File: config.mk
export PLATFORM = sky130hd
export DESIGN_NAME = simple_risc_controller
export DESIGN_NICKNAME = d
export VERILOG_FILES = /design/src/rtl/simple_risc_controller.sv
export SDC_FILE = /design/constraint.sdc
export NUM_CORES = 1
export LEC_CHECK = 0
export CORE_AREA = 10 10 86 107
export DETAILED_ROUTE_END_ITERATION = 10
export DIE_AREA = 0 0 96 117
export PLACE_DENSITY_LB_ADDON = 0.05
export SLEW_MARGIN = 20
export SYNTH_ARGS = -nofsm -noshare
export SYNTH_HDL_FRONTEND = slang
export SYNTH_SLANG_ARGS = --single-unit
export TNS_END_PERCENT = 30
File: constraint.sdc
create_clock -name clk -period 2.05 [get_ports clk]
set_input_delay 0.41 -clock clk [delete_from_list [all_inputs] [get_ports clk]]
set_output_delay 0.41 -clock clk [all_outputs]
set_load 0.01 [all_outputs]
File: src/rtl/simple_risc_controller.sv
// Control unit for a small 16-bit RISC datapath: fetches instructions,
// decodes them and sequences the datapath and memory control signals
// through a multi-cycle Moore state machine.
module simple_risc_controller #(
    parameter logic [7:0] RESET_PC = 8'h00
) (
    input  logic        clk,
    input  logic        rst_n,
    input  logic [15:0] mdata,
    input  logic [15:0] datapath_out,
    input  logic [2:0]  Z_out,
    output logic [7:0]  mem_addr,
    output logic [1:0]  mem_cmd,
    output logic [15:0] mem_wdata,
    output logic [2:0]  writenum,
    output logic [2:0]  readnum,
    output logic [1:0]  shift,
    output logic [1:0]  ALUop,
    output logic [1:0]  vsel,
    output logic [15:0] sximm8,
    output logic [15:0] sximm5,
    output logic [7:0]  PC,
    output logic        write,
    output logic        asel,
    output logic        bsel,
    output logic        loada,
    output logic        loadb,
    output logic        loadc,
    output logic        loads,
    output logic        shift_ctrl,
    output logic        halted
);

    typedef enum logic [4:0] {
        RESET, IF1, IF2, DECODE, WIMM, GETA, GETB, CALC, CMP,
        WREG, ADDR, LDDA, RD1, RD2, STB, STC, WR, HALT
    } state_t;

    localparam logic [1:0] CMD_NONE  = 2'b00;
    localparam logic [1:0] CMD_READ  = 2'b01;
    localparam logic [1:0] CMD_WRITE = 2'b10;

    state_t      state;
    state_t      next_state;
    state_t      active_state;
    logic [15:0] ir;
    logic [7:0]  da;

    logic [2:0] opcode;
    logic [1:0] op;
    logic [2:0] rn;
    logic [2:0] rd;
    logic [2:0] rm;
    logic       is_mem_op;
    logic       calc_uses_zero_a;

    // Status flags are reserved for future branch instructions.
    logic unused_status;
    assign unused_status = ^Z_out;

    assign opcode = ir[15:13];
    assign op     = ir[12:11];
    assign rn     = ir[10:8];
    assign rd     = ir[7:5];
    assign rm     = ir[2:0];

    assign sximm8    = {{8{ir[7]}}, ir[7:0]};
    assign sximm5    = {{11{ir[4]}}, ir[4:0]};
    assign mem_wdata = datapath_out;

    assign is_mem_op        = (opcode == 3'b011) || (opcode == 3'b100);
    assign calc_uses_zero_a = (opcode == 3'b110) || (opcode == 3'b101 && op == 2'b11);

    // While rst_n is low the decode is forced to RESET so a write or store
    // that would otherwise land on the reset edge is never presented.
    assign active_state = rst_n ? state : RESET;

    // State register plus the PC, instruction and data-address registers.
    always_ff @(posedge clk) begin
        if (!rst_n) begin
            state <= RESET;
            PC    <= RESET_PC;
            ir    <= '0;
            da    <= '0;
        end else begin
            state <= next_state;
            if (state == IF2) begin
                ir <= mdata;
                PC <= PC + 8'd1;
            end
            if (state == LDDA) begin
                da <= datapath_out[7:0];
            end
        end
    end

    // Next-state selection and Moore decode of every control output.
    always_comb begin
        next_state = active_state;
        mem_addr   = PC;
        mem_cmd    = CMD_NONE;
        writenum   = '0;
        readnum    = '0;
        shift      = '0;
        ALUop      = '0;
        vsel       = '0;
        write      = 1'b0;
        asel       = 1'b0;
        bsel       = 1'b0;
        loada      = 1'b0;
        loadb      = 1'b0;
        loadc      = 1'b0;
        loads      = 1'b0;
        shift_ctrl = 1'b0;
        halted     = 1'b0;
        case (active_state)
            RESET: next_state = IF1;
            IF1: begin
                mem_cmd    = CMD_READ;
                next_state = IF2;
            end
            IF2: next_state = DECODE;
            DECODE: begin
                case ({opcode, op})
                    5'b110_10: next_state = WIMM;
                    5'b110_00: next_state = GETB;
                    5'b101_11: next_state = GETB;
                    5'b101_00, 5'b101_01, 5'b101_10: next_state = GETA;
                    5'b011_00: next_state = GETA;
                    5'b100_00: next_state = GETA;
                    default:   next_state = HALT;
                endcase
            end
            WIMM: begin
                vsel       = 2'b10;
                writenum   = rn;
                write      = 1'b1;
                next_state = IF1;
            end
            GETA: begin
                readnum    = rn;
                loada      = 1'b1;
                next_state = is_mem_op ? ADDR : GETB;
            end
            GETB: begin
                readnum    = rm;
                loadb      = 1'b1;
                next_state = (op == 2'b01) ? CMP : CALC;
            end
            CALC: begin
                ALUop      = op;
                shift      = ir[4:3];
                asel       = calc_uses_zero_a;
                loadc      = 1'b1;
                next_state = WREG;
            end
            CMP: begin
                ALUop      = op;
                shift      = ir[4:3];
                loads      = 1'b1;
                next_state = IF1;
            end
            WREG: begin
                vsel       = 2'b00;
                writenum   = rd;
                write      = 1'b1;
                next_state = IF1;
            end
            ADDR: begin
                bsel       = 1'b1;
                shift_ctrl = 1'b1;
                loadc      = 1'b1;
                next_state = LDDA;
            end
            LDDA: next_state = (opcode == 3'b011) ? RD1 : STB;
            RD1: begin
                mem_addr   = da;
                mem_cmd    = CMD_READ;
                next_state = RD2;
            end
            RD2: begin
                vsel       = 2'b11;
                writenum   = rd;
                write      = 1'b1;
                next_state = IF1;
            end
            STB: begin
                readnum    = rd;
                loadb      = 1'b1;
                next_state = STC;
            end
            STC: begin
                asel       = 1'b1;
                shift_ctrl = 1'b1;
                loadc      = 1'b1;
                next_state = WR;
            end
            WR: begin
                mem_addr   = da;
                mem_cmd    = CMD_WRITE;
                next_state = IF1;
            end
            HALT: begin
                halted     = 1'b1;
                next_state = HALT;
            end
            default: next_state = RESET;
        endcase
    end

endmodule
---- After elaboration in Yosys (flattened, before gate mapping) ----
Memories as Yosys holds them, arrays and structs flattened. A register that Yosys moved wholly into a read port is not among the register bits.
Cells that the tools add are included.
storage, ports and cells
  register bits after elaboration ......... 37
  memories kept ........................... 1
  output and inout port bits .............. 87
  bits in read-only memories .............. 128
  bits of input ports ..................... 37
memories
  name             depth  bits a word  read ports  clocked after memory_dff  wr ports  line  text
  (no name shown)  32     4            1           1                         0         124   case ({opcode, op})
operators by class
  muxes and demuxes ....................... 23
  add/sub/neg operators ................... 1
  eq/ne operators ......................... 25
  reductions and logical operators ........ 13
operators with widths
  kind                 number
  $pmux 5 s13          1
  $eq 5x4->1 const B   9
  $eq 5x3->1 const B   4
  $eq 5x2->1 const B   3
  $mux 5               3
  $reduce_or 2->1      6
  $eq 5x5->1 const B   2
  $eq 3x3->1 const B   3
  $pmux 3 s3           1
  $add 8x1->8 const B  1
  $mux 1               8
  $mux 4               2
  $mux 8               1
  $pmux 2 s2           2
  $mux 2               3
  $pmux 3 s2           1
  $reduce_or 3->1      2
  $reduce_or 6->1      1
  $eq 5x1->1 const B   1
  $logic_not 5->1      1
  $eq 3x2->1 const B   1
  $eq 2x1->1 const B   1
  $eq 2x2->1 const B   1
  $logic_or 1x1->1     2
  other kinds (2)      2

---- Logic depth before layout (Yosys ltp) ----
Gate-level depths: netlist of the first run.
  depth in word-level cells ............... 4
  depth in mapped cells ................... 7

---- Least setup slack after synthesis of the first run ----
Ideal clock, no wire load.
  kind .................................... reg2reg
  from .................................... register state[3]
  to ...................................... register with a tool-made name
  library setup time ...................... 120 ps
  cell stages (with the launch flop) ...... 8
  clock period less this slack ............ 2062 ps
  arrival ................................. 1942 ps
  setup slack ............................. -12 ps
  cells stage by stage .................... dfxtp_1 buf_6 or4b_4 nor2_8 mux2_4 inv_2 and4bb_1 a211o_1
RTL lines
  item                    line  text
  start, declared         43    state_t state;
  start signal, assigned  86    state <= next_state;

==> impl_metrics.tcl, run 1 <==
set metrics [dict create \
    status "finished with violations" \
    violations "setup timing" \
    synthFlopType "dfxtp_1" \
    reg2reg_setup_slack_ns -0.13 \
    min_path_type "flop to flop" \
    irDropWorstVdd_v 0.0004098 \
    worstMarginPinSlew_ns 0.3370 \
    cts.sinks 41 \
    ys_types 49 \
    gp_congestion 0.8789 \
    cts.clk_slew.worst_paths_ns 0.09 \
    critPathKind "flop to flop" \
    yosys_warnings 0 \
    nNetsFinal 477 \
    synthTopCellsByArea "dfxtp_1 (31%), buf_4 (14%), nand2_1 (7.4%)" \
    h-tree-depth 2 \
    antenna_found_initial 0 \
    placed_area_mm2 0.003784 \
    cts_tree "built" \
    regToRegStartpoint "state[3]" \
    ant_nets 0 \
    drive_gt1_frac 0.3364 \
    grt.met1_usage 0.1681 \
    die-area_mm2 0.01123 \
    crit_arrival_ns 2.39 \
    synth-seq-cells 41 \
    grt_pass1_vias 2615 \
    synth-edff-count 0 \
    grt_busiest_layer "met2" \
    setup_viol 17 \
    vias_per_cell 4.882 \
    period_minus_slack_ns 2.185 \
    insertion_delay_ns 0.30 \
    grt_pass1_wl_um 12890 \
    max_cap_viol_count 0 \
    postLayoutCellArea_mm2 0.004175 \
    root_buffer "clkbuf_8" \
    critPathLaunchType "flop" \
    drtIter0Drc 61 \
    grt_overflow_total 0 \
    area_growth_pct 57.93 \
    yosysSeqAreaShare 0.3105 \
    async_flop_share 0 \
    fillCellCount 698 \
    hpwl_um 6383 \
    syn_area_mm2 0.002644 \
    r2r_cells 7 \
    num_antenna_cells 0 \
    final_core_util 0.5814 \
    dieWidth_um 96 \
    io_buffers 104 \
    relSlewSlack 0.7730 \
    drc_errors 0 \
    seq_area_um2 837.1 \
    firstDrtPassIters 4 \
    setup_ws_ns -0.1348 \
    worst-endpoint-required_ns 2.25 \
    fin_worst_skew_ns 0.008886 \
    p_leak_nw 1.756 \
    grt_setup_unrepaired "yes" \
    maxSlewViolCount 0 \
    grt_max_degree 29 \
    wl_per_cell_um 15.64 \
    power_density_mw_per_mm2 722.0 \
    fp.coreArea_mm2 0.007182 \
    timing.fmax_mhz 457.7 \
    synth_nets 362 \
    crit_fanout 6 \
    hold_depth 2 \
    wl_um 8319 \
    cts_max_path_buffers 2 \
    multi_input_area_mm2 0.001508 \
    placementRows 35 \
    die_h_um 117 \
    vias 2597 \
    start_util 0.3681 \
    use_met3 0.04850 \
    min_from "ir[10]" \
    min_period_over_period 1.066 \
    ios 124 \
    yosysTopAreaCell "dfxtp_1" \
    syn_avg_cell_area_um2 8.160 \
    grt.met2_usage 0.2391 \
    synthCells 324 \
    critPathCaptureType "flop" \
    hold_violations 0 \
    holdPathEnd "ir[10]" \
    cts_buffers 5 \
    grt_usage 0.1429 \
    synth_top_area_share 0.3105 \
]
==> worst max path at each step <==
stage,start,endpoint,slack (ns),depth (start not counted)
2_1_floorplan,state[3],flop,0.01,7
3_3_place_gp,rst_n,readnum[2],-0.70,7
3_5_place_dp,rst_n,readnum[1],-0.75,7
4_1_cts,state[3],loada,-0.22,5
5_1_grt,state[4],readnum[2],-0.20,9
6_report,state[3],flop,-0.13,7
==> per-stage QoR <==
step	setup WS, ns	hold WS (ns)	total power, mW	setup TNS [ns]	std cells
after detailed placement	-0.7515	0.4814	2.244	-17.49	508
after global routing	-0.2019	0.5322	3.202	-2.535	532
after CTS	-0.2220	0.4945	2.954	-2.524	522
after floorplan	0.01402	0.4565	1.723	0	324
final	-0.1348	0.4959	3.015	-0.9206	532
after global placement	-0.7000	0.4749	2.243	-17.27	508
==> kinds of logic (layout without fill, tap and decap cells) <==
family          count (synthesis)  in the layout  synth area share
flops                          41             41            0.3105
buf+inv                        70            186            0.1704
fa+ha+maj                       1              1          0.004732
xor+xnor                        6              6           0.01988
mux                            21             21           0.08708
compound gates                 51             51            0.1372
simple gates                  134            134            0.2702
==> worst max-delay path, stage by stage, from the launching register on <==
cell      delay (ns)
dfxtp_4         0.38
buf_4           0.14
or4b_4          0.58
nor2_8          0.19
mux2_4          0.34
inv_2           0.06
and4bb_1        0.19
a211o_1         0.22
==> flip-flops by register name, summed over array words and instances, names as in the netlist, named ones only <==
name   cells
PC         8
da         8
ir        16
state      5
==> cell usage after synthesis, types with 2 or more instances <==
cell type	n
and4_1	4
a21boi_0	13
nand4_1	2
nand3b_1	3
a21oi_1	7
dfxtp_1	41
buf_4	48
a22o_1	4
nor2b_1	11
a22oi_1	6
o21ai_0	8
nand2_1	52
nor2_1	16
inv_1	6
mux2i_1	10
clkbuf_1	13
a211oi_1	2
nand2b_1	8
o32a_1	2
xnor2_1	5
nand4b_1	2
nand3_1	4
or2_2	3
and3_1	3
a211o_1	2
nor3_1	7
mux2_2	9
o22ai_1	2
and2_1	11
==> routing by layer <==
layer | vias to the layer above | wire length [um]
li1 | 1291 | -
met1 | 1196 | 3328
met2 | 100 | 4036
met3 | 10 | 848
met4 | 0 | 106
met5 | - | 0
==> repair_timing <==
item	CTS	global route
hold buffers	0	0
resized for setup	102	69
setup buffers	6	10
pin swaps	6	13
gates cloned	0	0
setup endpoints to repair	36	35
==> power by group <==
part / switching, mW / leakage [nW] / internal (mW)
Combinational: 0.594 / 1.36 / 0.736
Sequential: 0.117 / 0.335 / 0.898
Clock: 0.305 / 0.0585 / 0.365
==> placed cells by master (no fill, tap or decap), types with 6 or more instances in the layout <==
cell             count
clkdlybuf4s50_1     72
mux2_2               8
a21oi_1              7
a21boi_0            13
nor2_1              10
o21ai_0              6
buf_6               17
mux2i_1              9
nand2b_1             7
and2_1              11
nand2_1             52
nor2b_1              9
buf_4               53
dfxtp_1             36
buf_2               12
==> layout make-up <==
cell class                      count  area share
Timing Repair Buffer              171      0.3776
Multi-Input combinational cell    213      0.3611
Sequential cell                    41      0.2005
Tap cell                           92     0.02757
Clock buffer                        5     0.01648
Clock inverter                      3     0.01049
Inverter                            7    0.006293
Note: power is estimated with default switching activity, not from simulation.
==> inputs of run 2 (changes only) <==
RECOVER_POWER = 100   (was default)
==> run 2 against run 1 <==
Compared with the run above: the run still ends with setup timing left; highest routed layer unchanged; total power shrank 0.76%; cell area fell by 0.42%; final cell count unchanged; sequential cell count is the same; sequential share of layout area increased by 0.054 points; combinational power hardly changed; routed wire length grew 0.34%; sequential power barely moved; clock power about the same; critical path depth unchanged; maximum frequency increased by 0.38%; die area stayed put.
==> impl_metrics.tcl, run 2 (same netlist as run 1, synthesis figures left out) <==
set metrics [dict create \
    grt_overflow_total 0 \
    die-area_mm2 0.01123 \
    min_path_type "flop to flop" \
    ant_nets 0 \
    dp_cells 508 \
    drive_gt1_frac 0.3250 \
    setup_viol 17 \
    slowest_stage "or4b_4" \
    cts_buffers 5 \
    worstMarginPinSlew_ns 0.6550 \
    sequentialPowerShare 0.339 \
    final_core_util 0.5789 \
    setup_ws_ns -0.1265 \
    layout_commonest_cell "clkdlybuf4s50_1" \
    wl_per_cell_um 15.69 \
    die_h_um 117 \
    largest_reg_flops 16 \
    min_period_over_period 1.062 \
    critPathCaptureType "flop" \
    firstDrtPassIters 4 \
    irDropWorstVdd_v 0.0004096 \
    reg.largest.list "ir: 16 flops, PC: 8 flops, da: 8 flops" \
    grt.met1_usage 0.1681 \
    dp_slack_ns -0.7515 \
    grt_pass1_wl_um 12890 \
    grt_usage 0.1429 \
    cts.sinks 41 \
    holdPathEnd "ir[3]" \
    pwr-share-comb 0.437 \
    postCtsHoldBufs 0 \
    gp_congestion 0.8789 \
    crit_fanout 6 \
    critPathKind "flop to flop" \
    antenna_found_initial 0 \
    worst-endpoint-required_ns 2.25 \
    cts_tree "built" \
    num_antenna_cells 0 \
    grt_max_degree 29 \
    start_util 0.3681 \
    fillCellCount 704 \
    hpwl_um 6383 \
    r2r_cells 7 \
    p_leak_nw 1.791 \
    hold_violations 0 \
    vias 2580 \
    critPathLaunchType "flop" \
    nNetsFinal 477 \
    seq_area_um2 835.8 \
    io_buffers 104 \
    regToRegStartpoint "state[3]" \
    slowest_delay_ns 0.58 \
    fin_worst_skew_ns 0.008458 \
    period_minus_slack_ns 2.176 \
    min_from "ir[3]" \
    crit_chain "clkbuf_1 > or4b_4 > nor2_8 > mux2_4 > inv_2 > and4bb_1 > a211o_1" \
    drc_errors 0 \
    drtIter0Drc 85 \
    cts.clk_slew.worst_paths_ns 0.09 \
    hold_depth 2 \
    insertion_delay_ns 0.30 \
    switching_share 0.3382 \
    hold_slack_ns 0.4949 \
    most-common-layout-cells "clkdlybuf4s50_1 (57), nand2_1 (52), buf_4 (50)" \
    cts_max_path_buffers 2 \
    top_register "ir" \
    fp.coreArea_mm2 0.007182 \
    timing.fmax_mhz 459.5 \
    ios 124 \
    grt_busiest_layer "met2" \
    h-tree-depth 2 \
    placementRows 35 \
    max_cap_viol_count 0 \
    fin_cells 532 \
    root_buffer "clkbuf_8" \
    dieWidth_um 96 \
    multi_input_area_mm2 0.001503 \
    switchingPower_mw 1.012 \
    vias_per_cell 4.850 \
    intPower_mw 1.980 \
    grt.met2_usage 0.2391 \
    use_met3 0.04850 \
    wl_um 8347 \
    violations "setup timing" \
    reg2reg_setup_slack_ns -0.13 \
    maxSlewViolCount 0 \
    clockPowerShare 0.224 \
    grt_pass1_vias 2615 \
    power_density_mw_per_mm2 719.5 \
    relSlewSlack 0.5633 \
    area_growth_pct 57.26 \
    grt_setup_unrepaired "yes" \
    status "finished with violations" \
    crit_arrival_ns 2.38 \
]
run 2: cell types whose count changed in the layout (fill, tap and decap cells not counted), sizes merged:
cell / delta
buf: -3
dlygate4sd3: +15
clkbuf: +3
clkdlybuf4s50: -15
run 2: cell type report:
cell class	instances	share of cell area
multi-input cells	213	0.3614
flip-flops and latches	41	0.2010
repair buffers	171	0.3765
well taps	92	0.02769
inverters	7	0.006320
clock buffers	5	0.01655
clock inverters	3	0.01053
run 2: worst max-delay path by stage:
| stage | start | endpoint | depth (start not counted) |
|---|---|---|---|
| floorplan | state[3] | flop | 7 |
| global placement | rst_n | readnum[2] | 7 |
| detailed placement | rst_n | readnum[1] | 7 |
| CTS | state[3] | loada | 5 |
| global route | state[4] | readnum[2] | 9 |
| finish | state[3] | flop | 7 |
run 2: stage by stage:
step | power [mW] | area [um2] | setup TNS [ns]
global route | 3.180 | 4158 | -2.978
detailed placement | 2.244 | 3784 | -17.49
floorplan | 1.723 | 2644 | 0
CTS | 2.954 | 3994 | -2.524
finish | 2.992 | 4158 | -1.241
global placement | 2.243 | 3784 | -17.27
run 2: repair_timing:
action,in CTS,in global routing
setup endpoints to repair,36,35
buffers inserted,6,10
pin swaps,6,13
resized for setup,102,69
cloned,0,0
run 2: worst max-delay path: cells and delay by family (launching register included):
family                 cells  cell delay [ns]
buffers and inverters      2             0.18
and+or+nand+nor            3             0.96
DFF                        1             0.38
AOI/OAI and AO/OA          1             0.22
muxes                      1             0.34
run 2: power groups by stage:
stage                     registers (mW)  logic, mW  clock network [mW]
after floorplan                    0.996      0.728                   0
after global placement              1.02       1.23                   0
after detailed placement            1.02       1.23                   0
after CTS                           1.01       1.26               0.690
after global routing                1.03       1.42               0.723
final                               1.01       1.31               0.671
run 2: per-layer routing:
| metal | share of wire | vias up | routed length [um] |
|---|---|---|---|
| li1 | - | 1295 | - |
| met1 | 0.41 | 1185 | 3387 |
| met2 | 0.48 | 90 | 4031 |
| met3 | 0.098 | 10 | 821 |
| met4 | 0.013 | 0 | 106 |
| met5 | 0 | - | 0 |
==> inputs of run 3 (changes only) <==
CTS_CLUSTER_SIZE = 20   (was default)
==> results of run 3 <==
Final layout, timing and power as in run 2 (identical DEF).
